===== config.mk =====
export PLATFORM = sky130hd
export DESIGN_NAME = addr4u_seq_ctrl
export DESIGN_NICKNAME = d
export VERILOG_FILES = /design/src/rtl/addr4u_seq_pkg.sv /design/src/rtl/addr4u_nibble_add.sv /design/src/rtl/addr4u_seq_ctrl.sv
export SDC_FILE = /design/constraint.sdc
export NUM_CORES = 1
export LEC_CHECK = 0
export CORE_ASPECT_RATIO = 0.7
export CORE_MARGIN = 4
export CORE_UTILIZATION = 50
export DETAILED_ROUTE_END_ITERATION = 6
export GPL_ROUTABILITY_DRIVEN = 0
export PLACE_DENSITY = 0.8
export SYNTH_ARGS = -nofsm -noshare
export SYNTH_HDL_FRONTEND = slang
export SYNTH_HIERARCHICAL = 1
export SYNTH_SLANG_ARGS = --single-unit

===== constraint.sdc =====
create_clock -name clk -period 3.31 [get_ports clk]
set_input_delay 0.662 -clock clk [delete_from_list [all_inputs] [get_ports clk]]
set_output_delay 0.662 -clock clk [all_outputs]
set_load 0.01 [all_outputs]

===== src/rtl/addr4u_seq_pkg.sv =====
// -----------------------------------------------------------------------------
// addr4u_seq_pkg
// Shared definitions for the serial nibble-adder sequencer:
//   - state_e     : sequencer states (CALC_B is only reachable when
//                   ADDR4U_SEQ_REDUNDANT_EN is defined)
//   - NIBBLE_W    : width of the nibble adder datapath
//   - nib_idx_w() : width of the nibble index register for a given WIDTH
// -----------------------------------------------------------------------------
package addr4u_seq_pkg;

    localparam int NIBBLE_W = 4;

    typedef enum logic [1:0] {
        IDLE   = 2'd0,
        CALC_A = 2'd1,
        CALC_B = 2'd2,
        DONE   = 2'd3
    } state_e;

    // Index must count 0..WIDTH/4-1; a single-nibble operand still gets a
    // one-bit index so the register never collapses to zero width.
    function automatic int nib_idx_w(input int width);
        int nib;
        nib = width / NIBBLE_W;
        return (nib > 1) ? $clog2(nib) : 1;
    endfunction

endpackage


===== src/rtl/addr4u_nibble_add.sv =====
// -----------------------------------------------------------------------------
// addr4u_nibble_add
// Combinational 4-bit adder with carry-in. The 5-bit result is {cout, sum}.
// Ports:
//   a_i   [3:0]  nibble of addend A
//   b_i   [3:0]  nibble of addend B
//   cin_i        carry-in
//   res_o [4:0]  {carry-out, sum nibble}
// -----------------------------------------------------------------------------
module addr4u_nibble_add
    import addr4u_seq_pkg::*;
(
    input  logic [NIBBLE_W-1:0] a_i,
    input  logic [NIBBLE_W-1:0] b_i,
    input  logic                cin_i,
    output logic [NIBBLE_W:0]   res_o
);

    assign res_o = {1'b0, a_i} + {1'b0, b_i} + {{NIBBLE_W{1'b0}}, cin_i};

endmodule


===== src/rtl/addr4u_seq_ctrl.sv =====
// -----------------------------------------------------------------------------
// addr4u_seq_ctrl
// Performs a WIDTH-bit unsigned add by stepping one shared nibble adder
// through WIDTH/4 cycles, least significant nibble first, with the carry
// held in a register between nibbles.
//
// Build option: ADDR4U_SEQ_REDUNDANT_EN
//   defined   : every nibble is computed twice (CALC_A, CALC_B) and compared;
//               a mismatch retries the nibble up to MAX_RETRY times, after
//               which the CALC_B result is kept and out_err is raised.
//   undefined : single pass per nibble, out_err tied low, MAX_RETRY unused.
//
// Parameters:
//   WIDTH      operand width, multiple of 4 and >= 4
//   MAX_RETRY  extra compute pairs allowed per nibble on mismatch
// Ports:
//   clk, rst_n            clock, asynchronous active-low reset
//   in_valid / in_ready   operand handshake (ready only in IDLE)
//   in_a, in_b, in_cin    operands and carry-in to nibble 0
//   out_valid / out_ready result handshake (valid only in DONE)
//   out_sum, out_cout     sum and carry-out of the top nibble
//   out_err               unrecoverable nibble mismatch in this transaction
//   fi_mask               XORed onto the {cout,sum} nibble-adder result
// -----------------------------------------------------------------------------
module addr4u_seq_ctrl
    import addr4u_seq_pkg::*;
#(
    parameter int WIDTH     = 16,
    parameter int MAX_RETRY = 1
) (
    input  logic             clk,
    input  logic             rst_n,
    input  logic             in_valid,
    output logic             in_ready,
    input  logic [WIDTH-1:0] in_a,
    input  logic [WIDTH-1:0] in_b,
    input  logic             in_cin,
    output logic             out_valid,
    input  logic             out_ready,
    output logic [WIDTH-1:0] out_sum,
    output logic             out_cout,
    output logic             out_err,
    input  logic [4:0]       fi_mask
);

    localparam int                NIB      = WIDTH / NIBBLE_W;
    localparam int                IDX_W    = nib_idx_w(WIDTH);
    localparam logic [IDX_W-1:0]  LAST_IDX = IDX_W'(NIB - 1);

    state_e               state_q, state_d;
    logic [WIDTH-1:0]     a_q, a_d;
    logic [WIDTH-1:0]     b_q, b_d;
    logic [WIDTH-1:0]     sum_q, sum_d;
    logic                 carry_q, carry_d;
    logic [IDX_W-1:0]     idx_q, idx_d;

    logic [NIBBLE_W-1:0]  nib_a, nib_b;
    logic [NIBBLE_W:0]    raw_res, res;
    logic                 commit;

`ifdef ADDR4U_SEQ_REDUNDANT_EN
    localparam int               RETRY_W   = (MAX_RETRY > 0) ? $clog2(MAX_RETRY + 1) : 1;
    localparam logic [RETRY_W-1:0] RETRY_MAX = RETRY_W'(MAX_RETRY);

    logic [NIBBLE_W:0]    chk_q, chk_d;
    logic [RETRY_W-1:0]   retry_q, retry_d;
    logic                 err_q, err_d;
`else
    // Keeps MAX_RETRY referenced in the single-pass build.
    localparam int unused_max_retry = MAX_RETRY;
`endif

    // Operand nibbles for the current index feed the single adder instance.
    assign nib_a = a_q[idx_q*NIBBLE_W +: NIBBLE_W];
    assign nib_b = b_q[idx_q*NIBBLE_W +: NIBBLE_W];

    addr4u_nibble_add u_nibble_add (
        .a_i   (nib_a),
        .b_i   (nib_b),
        .cin_i (carry_q),
        .res_o (raw_res)
    );

    // Fault-injection hook sits on the adder output, ahead of any compare.
    assign res = raw_res ^ fi_mask;

    assign in_ready  = (state_q == IDLE);
    assign out_valid = (state_q == DONE);
    assign out_sum   = sum_q;
    assign out_cout  = carry_q;
`ifdef ADDR4U_SEQ_REDUNDANT_EN
    assign out_err   = err_q;
`else
    assign out_err   = 1'b0;
`endif

    always_comb begin
        // NOTE: every variable gets a default before the case so no path
        // leaves one unassigned, which would otherwise infer a latch.
        state_d = state_q;
        a_d     = a_q;
        b_d     = b_q;
        sum_d   = sum_q;
        carry_d = carry_q;
        idx_d   = idx_q;
        commit  = 1'b0;
`ifdef ADDR4U_SEQ_REDUNDANT_EN
        chk_d   = chk_q;
        retry_d = retry_q;
        err_d   = err_q;
`endif

        case (state_q)
            IDLE: begin
                if (in_valid && in_ready) begin
                    a_d     = in_a;
                    b_d     = in_b;
                    carry_d = in_cin;
                    idx_d   = '0;
`ifdef ADDR4U_SEQ_REDUNDANT_EN
                    retry_d = '0;
                    err_d   = 1'b0;
`endif
                    state_d = CALC_A;
                end
            end
            CALC_A: begin
`ifdef ADDR4U_SEQ_REDUNDANT_EN
                chk_d   = res;
                state_d = CALC_B;
`else
                commit  = 1'b1;
`endif
            end
            CALC_B: begin
`ifdef ADDR4U_SEQ_REDUNDANT_EN
                if (res == chk_q) begin
                    commit = 1'b1;
                end else if (retry_q != RETRY_MAX) begin
                    retry_d = retry_q + RETRY_W'(1);
                    state_d = CALC_A;
                end else begin
                    // Out of retries: keep the second result and flag it.
                    commit = 1'b1;
                    err_d  = 1'b1;
                end
`else
                state_d = IDLE;
`endif
            end
            DONE: begin
                if (out_ready) begin
                    state_d = IDLE;
                end
            end
            default: state_d = IDLE;
        endcase

        // Commit the nibble and advance; shared by the single-pass and the
        // redundant paths so both write sum/carry identically.
        if (commit) begin
            sum_d[idx_q*NIBBLE_W +: NIBBLE_W] = res[NIBBLE_W-1:0];
            carry_d = res[NIBBLE_W];
`ifdef ADDR4U_SEQ_REDUNDANT_EN
            retry_d = '0;
`endif
            if (idx_q == LAST_IDX) begin
                state_d = DONE;
            end else begin
                idx_d   = idx_q + IDX_W'(1);
                state_d = CALC_A;
            end
        end
    end

    always_ff @(posedge clk or negedge rst_n) begin
        if (!rst_n) begin
            state_q <= IDLE;
            a_q     <= '0;
            b_q     <= '0;
            sum_q   <= '0;
            carry_q <= 1'b0;
            idx_q   <= '0;
`ifdef ADDR4U_SEQ_REDUNDANT_EN
            chk_q   <= '0;
            retry_q <= '0;
            err_q   <= 1'b0;
`endif
        end else begin
            // NOTE: non-blocking assignments so every register samples the
            // pre-edge values computed above, independent of statement order.
            state_q <= state_d;
            a_q     <= a_d;
            b_q     <= b_d;
            sum_q   <= sum_d;
            carry_q <= carry_d;
            idx_q   <= idx_d;
`ifdef ADDR4U_SEQ_REDUNDANT_EN
            chk_q   <= chk_d;
            retry_q <= retry_d;
            err_q   <= err_d;
`endif
        end
    end

endmodule


# --- Word-level counts from Yosys, hierarchy flattened ---
# Cells that the tools add are included.
op_classes:
  n_addsub: 4
  eq_ne: 6
  shifts: 4
  mux: 14
  bitwise: 1
  reduce_logical: 8
ops:
  columns: ["cell", "n"]
  rows:
  - ["negator 4 -> 34 bit", 1]
  - ["variable shift 4 x 34 -> 16 bit, first input constant", 1]
  - ["variable part select 4 x 34 -> 16 bit", 1]
  - ["variable part select 16 x 5 -> 4 bit", 2]
  - ["bitwise mux 16 bit", 1]
  - ["two-way mux 2 bit", 8]
  - ["equality test 2 bit, second input constant", 3]
  - ["!= test 3 x 1 -> 1 bit, second input constant", 2]
  - ["one-hot mux 2 bit (3 select lines)", 1]
  - ["adder 4 x 4 -> 5 bit", 1]
  - ["adder 5 x 1 -> 5 bit", 1]
  - ["XOR 5 bit", 1]
  - ["two-way mux 1 bit", 4]
  - ["AND reduction 2 bit", 2]
  - ["nonzero test 2 bit", 2]
  - ["nonzero test 4 bit", 1]
  - ["AND reduction 3 bit", 1]
  - ["adder 2 x 1 -> 2 bit, second input constant", 1]
  - ["equality test 2 x 1 -> 1 bit, second input constant", 1]
  - ["logical NOT 2 bit", 1]
  - ["logical AND 1 bit", 1]
totals:
  regBits: 53
  in_bits: 42
  out_inout_bits: 20
  elab_cells: 43

# --- Logic depth before layout (Yosys ltp) ---
logic_depth:
  word_depth: 6
  depth_mapped: 12
  ltp_nobuf: 10

# --- Hierarchy ---
# The synthesis kept the hierarchy.
modules_own_cells:
  columns: ["mod", "instances", "cells_per_inst", "area_each_um2", "seq_area_each_um2"]
  rows:
  - ["addr4u_seq_ctrl", 1, 175, 2482.4, 1326.3]
  - ["addr4u_nibble_add", 1, 16, 143.9, 0.0]

# --- Worst setup path after synthesis ---
# No wires, ideal clock.
synth_path:
  path_type: "reg2reg"
  from: "register idx_q[0]"
  to: "register sum_q[1], in the netlist out_sum[1]"
  setup_ns: 0.121
  arrival_ns: 2.397
  t_required_ns: 3.189
  path_slack_ns: 0.792
  stages_incl_launch_ff: 10
  path_buffers: 2
  synth_period_minus_slack_ns: 2.518
  cell_sequence: "dfrtp_1 buf_6 buf_12 mux4_2 fa_1 inv_1 fa_1 inv_1 xor2_1 a22o_1"
synth_between:
  elab_chain_cells: 6
  elab_cells_between_ends: 9
  classes_between: "3 x add/sub; 4 x shift; 1 x mux; 1 x bitwise"
synth_lines:
  columns: ["item", "line", "text"]
  rows:
  - ["start: declaration", "addr4u_seq_ctrl.sv:55", "logic [IDX_W-1:0] idx_q, idx_d;"]
  - ["start signal: assignment", "addr4u_seq_ctrl.sv:197", "idx_q <= idx_d;"]
  - ["variable part select 16 x 5 -> 4 bit", "addr4u_seq_ctrl.sv:74", "assign nib_a = a_q[idx_q*NIBBLE_W +: NIBBLE_W];"]
  - ["via nib_a[0]", "addr4u_seq_ctrl.sv:57", "logic [NIBBLE_W-1:0] nib_a, nib_b;"]
  - ["adder 4 x 4 -> 5 bit", "addr4u_nibble_add.sv:19", "assign res_o = {1'b0, a_i} + {1'b0, b_i} + {{NIBBLE_W{1'b0}}, cin_i};"]
  - ["adder 5 x 1 -> 5 bit", "addr4u_nibble_add.sv:19", null]
  - ["via raw_res[1]", "addr4u_seq_ctrl.sv:58", "logic [NIBBLE_W:0] raw_res, res;"]
  - ["XOR 5 bit", "addr4u_seq_ctrl.sv:85", "assign res = raw_res ^ fi_mask;"]
  - ["variable part select 4 x 34 -> 16 bit", "addr4u_seq_ctrl.sv:162", "sum_d[idx_q*NIBBLE_W +: NIBBLE_W] = res[NIBBLE_W-1:0];"]
  - ["bitwise mux 16 bit", "addr4u_seq_ctrl.sv:162", null]
  - ["end signal: assignment", "addr4u_seq_ctrl.sv:195", "sum_q <= sum_d;"]
  - ["end: declaration", "addr4u_seq_ctrl.sv:53", "logic [WIDTH-1:0] sum_q, sum_d;"]
# The timed path passes the listed nets, and every way through them passes these cells.
# A chain may end at the register's enable or synchronous reset.

# --- Final worst setup path ---
layout_path:
  from: "register idx_q[0]"
  to: "register carry_q, in the netlist out_cout"
layout_between:
  elab_chain_cells: 5
  elab_cells_between_ends: 6
  classes_between: "2 x add/sub; 2 x shift; 1 x mux; 1 x bitwise"
layout_lines:
  columns: ["item", "line", "text"]
  rows:
  - ["variable part select 16 x 5 -> 4 bit", "addr4u_seq_ctrl.sv:75", "assign nib_b = b_q[idx_q*NIBBLE_W +: NIBBLE_W];"]
  - ["via nib_b[0]", "addr4u_seq_ctrl.sv:57", null]
  - ["adder 4 x 4 -> 5 bit", "addr4u_nibble_add.sv:19", null]
  - ["adder 5 x 1 -> 5 bit", "addr4u_nibble_add.sv:19", null]
  - ["via raw_res[4]", "addr4u_seq_ctrl.sv:58", null]
  - ["XOR 5 bit", "addr4u_seq_ctrl.sv:85", null]
  - ["two-way mux 1 bit", "addr4u_seq_ctrl.sv:161", "if (commit) begin"]
  - ["end signal: assignment", "addr4u_seq_ctrl.sv:196", "carry_q <= carry_d;"]
  - ["end: declaration", "addr4u_seq_ctrl.sv:54", "logic carry_q, carry_d;"]
# The timed path passes the listed nets, and every way through them passes these cells.

==> flow_summary.yaml <==
layout:
  final_area_mm2: 0.00339
  fin_nets: 308
  diodes: 0
  syn_to_final_growth_pct: 29.0
  final_util_pct: 68.6
  final_cells: 322
  drive_above_1_share_pct: 20.9
  num-fill-cells: 370
timing:
  finalSetupTns_ns: 0
  min_period_ns: 2.72
  rsz0062_at_grt: "no"
  final_max_slew_viol_count: 0
  period_share_pct: 82.2
  maxSlewHeadroom_pct: 46.2
  tightestPinTransition_ns: 0.805
  clock_skew_ns: 0.00534
  hold_violations: 0
  setup_viol: 0
  max_freq_ghz: 0.368
worst_setup_path:
  rrSetupSlack_ns: 0.59
  path_class: "flop to flop"
  critPathLaunch: "idx_q[0]"
  critPathLaunchType: "flop"
  worst_path_max_delay_cell: "dfrtp_1"
  path_max_fanout: 9
  reg2reg_to: "out_cout"
  reg2regPathDepth: 10
  required_ns: 3.49
  crit_path_end_kind: "flop"
  r2r-start: "idx_q[0]"
  worst_ep_arrival_time_ns: 2.90
  max_stage_delay_ns: 0.64
  path_cells: "mux4_1 -> fa_1 -> inv_1 -> fa_1 -> nor2b_1 -> o21ai_0 -> nand2b_1 -> xor2_1 -> nand2_1 -> o21ai_0"
yosys:
  ys_types: 33
  ys_seq_area_share_pct: 50.5
  syn_inst: 191
  syn_nets: 247
  ys_ff_latch: 53
  ys_warn_count: 6
  synth.cell_area_mm2: 0.00263
  syn_avg_cell_area_um2: 13.8
drt:
  wire_per_inst_um: 16.1
  routed_wl_um: 5200
  drtIter0Drc: 50
  drt-pass1-iter-count: 4
  drc: 0
  ant_nets: 0
  viasPerCell: 5.30
  num_vias: 1705
placement:
  dp_hpwl_um: 4000
  postPlaceCellArea_mm2: 0.00325
  port_buffers: 60
  dp_cells: 314
cts:
  htree_levels: 2
  cts_tree: "done"
  clk_pin_slew_worst_paths_ns: 0.09
  clock_path_buffers: 2
  clock_latency_ns: 0.31
  cts_resized: 0
  cts_made_buffers: 5
  cts_setup_buffers: 0
  cts.hold.buffers_added: 0
  clock_sinks: 53
  cts-root-buf: "clkbuf_8"
global_routing:
  grtUsageMet1_pct: 23.9
  grt_max_degree: 36
  grt_pass1_vias: 1782
  grt_pass1_wl_um: 8690
  busiest_layer: "met2"
  overflow: 0
  gr-usage-met3_pct: 4.77
  grtUsageMet2_pct: 28.7
  grt_antenna_before_repair: 0
  grtUsageTotal_pct: 17.8
floorplan:
  die_h_um: 68.6
  pin_count: 62
  die_area_mm2: 0.00649
  start_util_pct: 53.2
  die_x_um: 94.6
  core-area_mm2: 0.00494
  row_count: 21
power_and_ir_drop:
  power.leakage_nw: 1.47
  p_per_area_mw_per_mm2: 1090
  vdd_drop_max_mv: 0.501
  power_mw: 3.68
run_status:
  status: "completed"
flow_run:
  maxCapViolations: 0
worst_hold_path:
  hold_class: "input port to async pin"
==> layer usage <==
| metal | share of wire, % | wire length, um | vias up |
|---|---|---|---|
| met5 | 0 | 0 | - |
| met4 | 1.0 | 53 | 0 |
| met1 | 46 | 2380 | 854 |
| met3 | 7.6 | 395 | 7 |
| met2 | 46 | 2370 | 54 |
| li1 | - | - | 790 |
==> cell families after synthesis <==
family	share of synthesized area, %
multiplexers	21.8
XOR/XNOR	3.67
adder cells (fa/ha/maj)	7.24
flip-flops	50.5
other	0.143
AND/OR/NAND/NOR	6.05
buffers and inverters	4.05
AO/OA/AOI/OAI	6.58
==> critical path: cells and delay by family (launching register included) <==
family	cells	cell delay [ns]
AOI/OAI and AO/OA	2	0.25
xor gates and xnor gates	1	0.15
adders and majority gates	2	0.62
buffers and inverters	1	0.08
DFF	1	0.64
muxes	1	0.64
and+or+nand+nor	3	0.22
==> cell usage after synthesis, drive strengths merged <==
cell,count,area [um2]
a21boi,1,7.51
a21o,1,7.51
a21oi,2,13.8
a22o,8,70.1
a22oi,1,7.51
and3,1,11.3
and4bb,1,12.5
buf,8,68.8
conb,1,3.75
dfrtp,53,1330
fa,2,40.0
ha,12,150
inv,10,37.5
mux2,32,360
mux2i,2,20.0
mux4,8,191
nand2,14,57.6
nand2b,2,12.5
nand3,3,15.0
nand4,1,6.26
nor2b,2,12.5
nor3b,1,7.51
nor4b,1,23.8
o21ai,12,60.1
o22ai,1,6.26
xnor2,6,52.6
xor2,5,43.8
==> placed cells by master, fill, tap and decap left out, types with 3 or more instances in the layout <==
master / count
clkdlybuf4s50_1: 59
dfrtp_1: 53
mux2_2: 32
o21ai_0: 12
nand2_1: 12
ha_1: 12
inv_1: 10
a22o_1: 8
xnor2_1: 6
mux4_2: 5
xor2_1: 5
clkbuf_8: 5
nand3_1: 3
mux4_1: 3
==> layout make-up <==
class                           instances  area [um2]  area share, %
Inverter                               10        37.5           1.11
Clock inverter                          3        65.1           1.92
Tap cell                               69        86.3           2.55
Clock buffer                            5        68.8           2.03
Sequential cell                        53        1330           39.1
Multi-Input combinational cell        120        1190           35.2
Timing Repair Buffer                   62         611           18.0
==> metrics by stage <==
stage | hold WS, ns | worst slack [ns]
after floorplan | 0.366 | 0.792
after CTS | 0.356 | 0.552
final | 0.349 | 0.591
after detailed placement | 0.483 | 0.578
after global placement | 0.462 | 0.646
after global routing | 0.376 | 0.336
==> worst max-delay path by stage <==
stage	cells after the start	slack (ns)	to
after floorplan	9	0.79	out_sum[1]
after global placement	7	0.65	out_sum[1]
after detailed placement	7	0.58	out_sum[11]
after CTS	10	0.55	out_cout
after global routing	7	0.34	out_sum[11]
final	10	0.59	out_cout
==> where the power goes <==
group | leakage, nW | internal, mW | switching [mW]
logic | 0.748 | 1.05 | 0.975
registers | 0.659 | 0.943 | 0.206
clock network | 0.0681 | 0.300 | 0.210
==> state kept, by name (all words and copies together) (netlist names) <==
register,cells
idx_q,2
out_sum,16
state_q,2
a_q,16
b_q,16
out_cout,1
(Power assumes the default switching activity.)
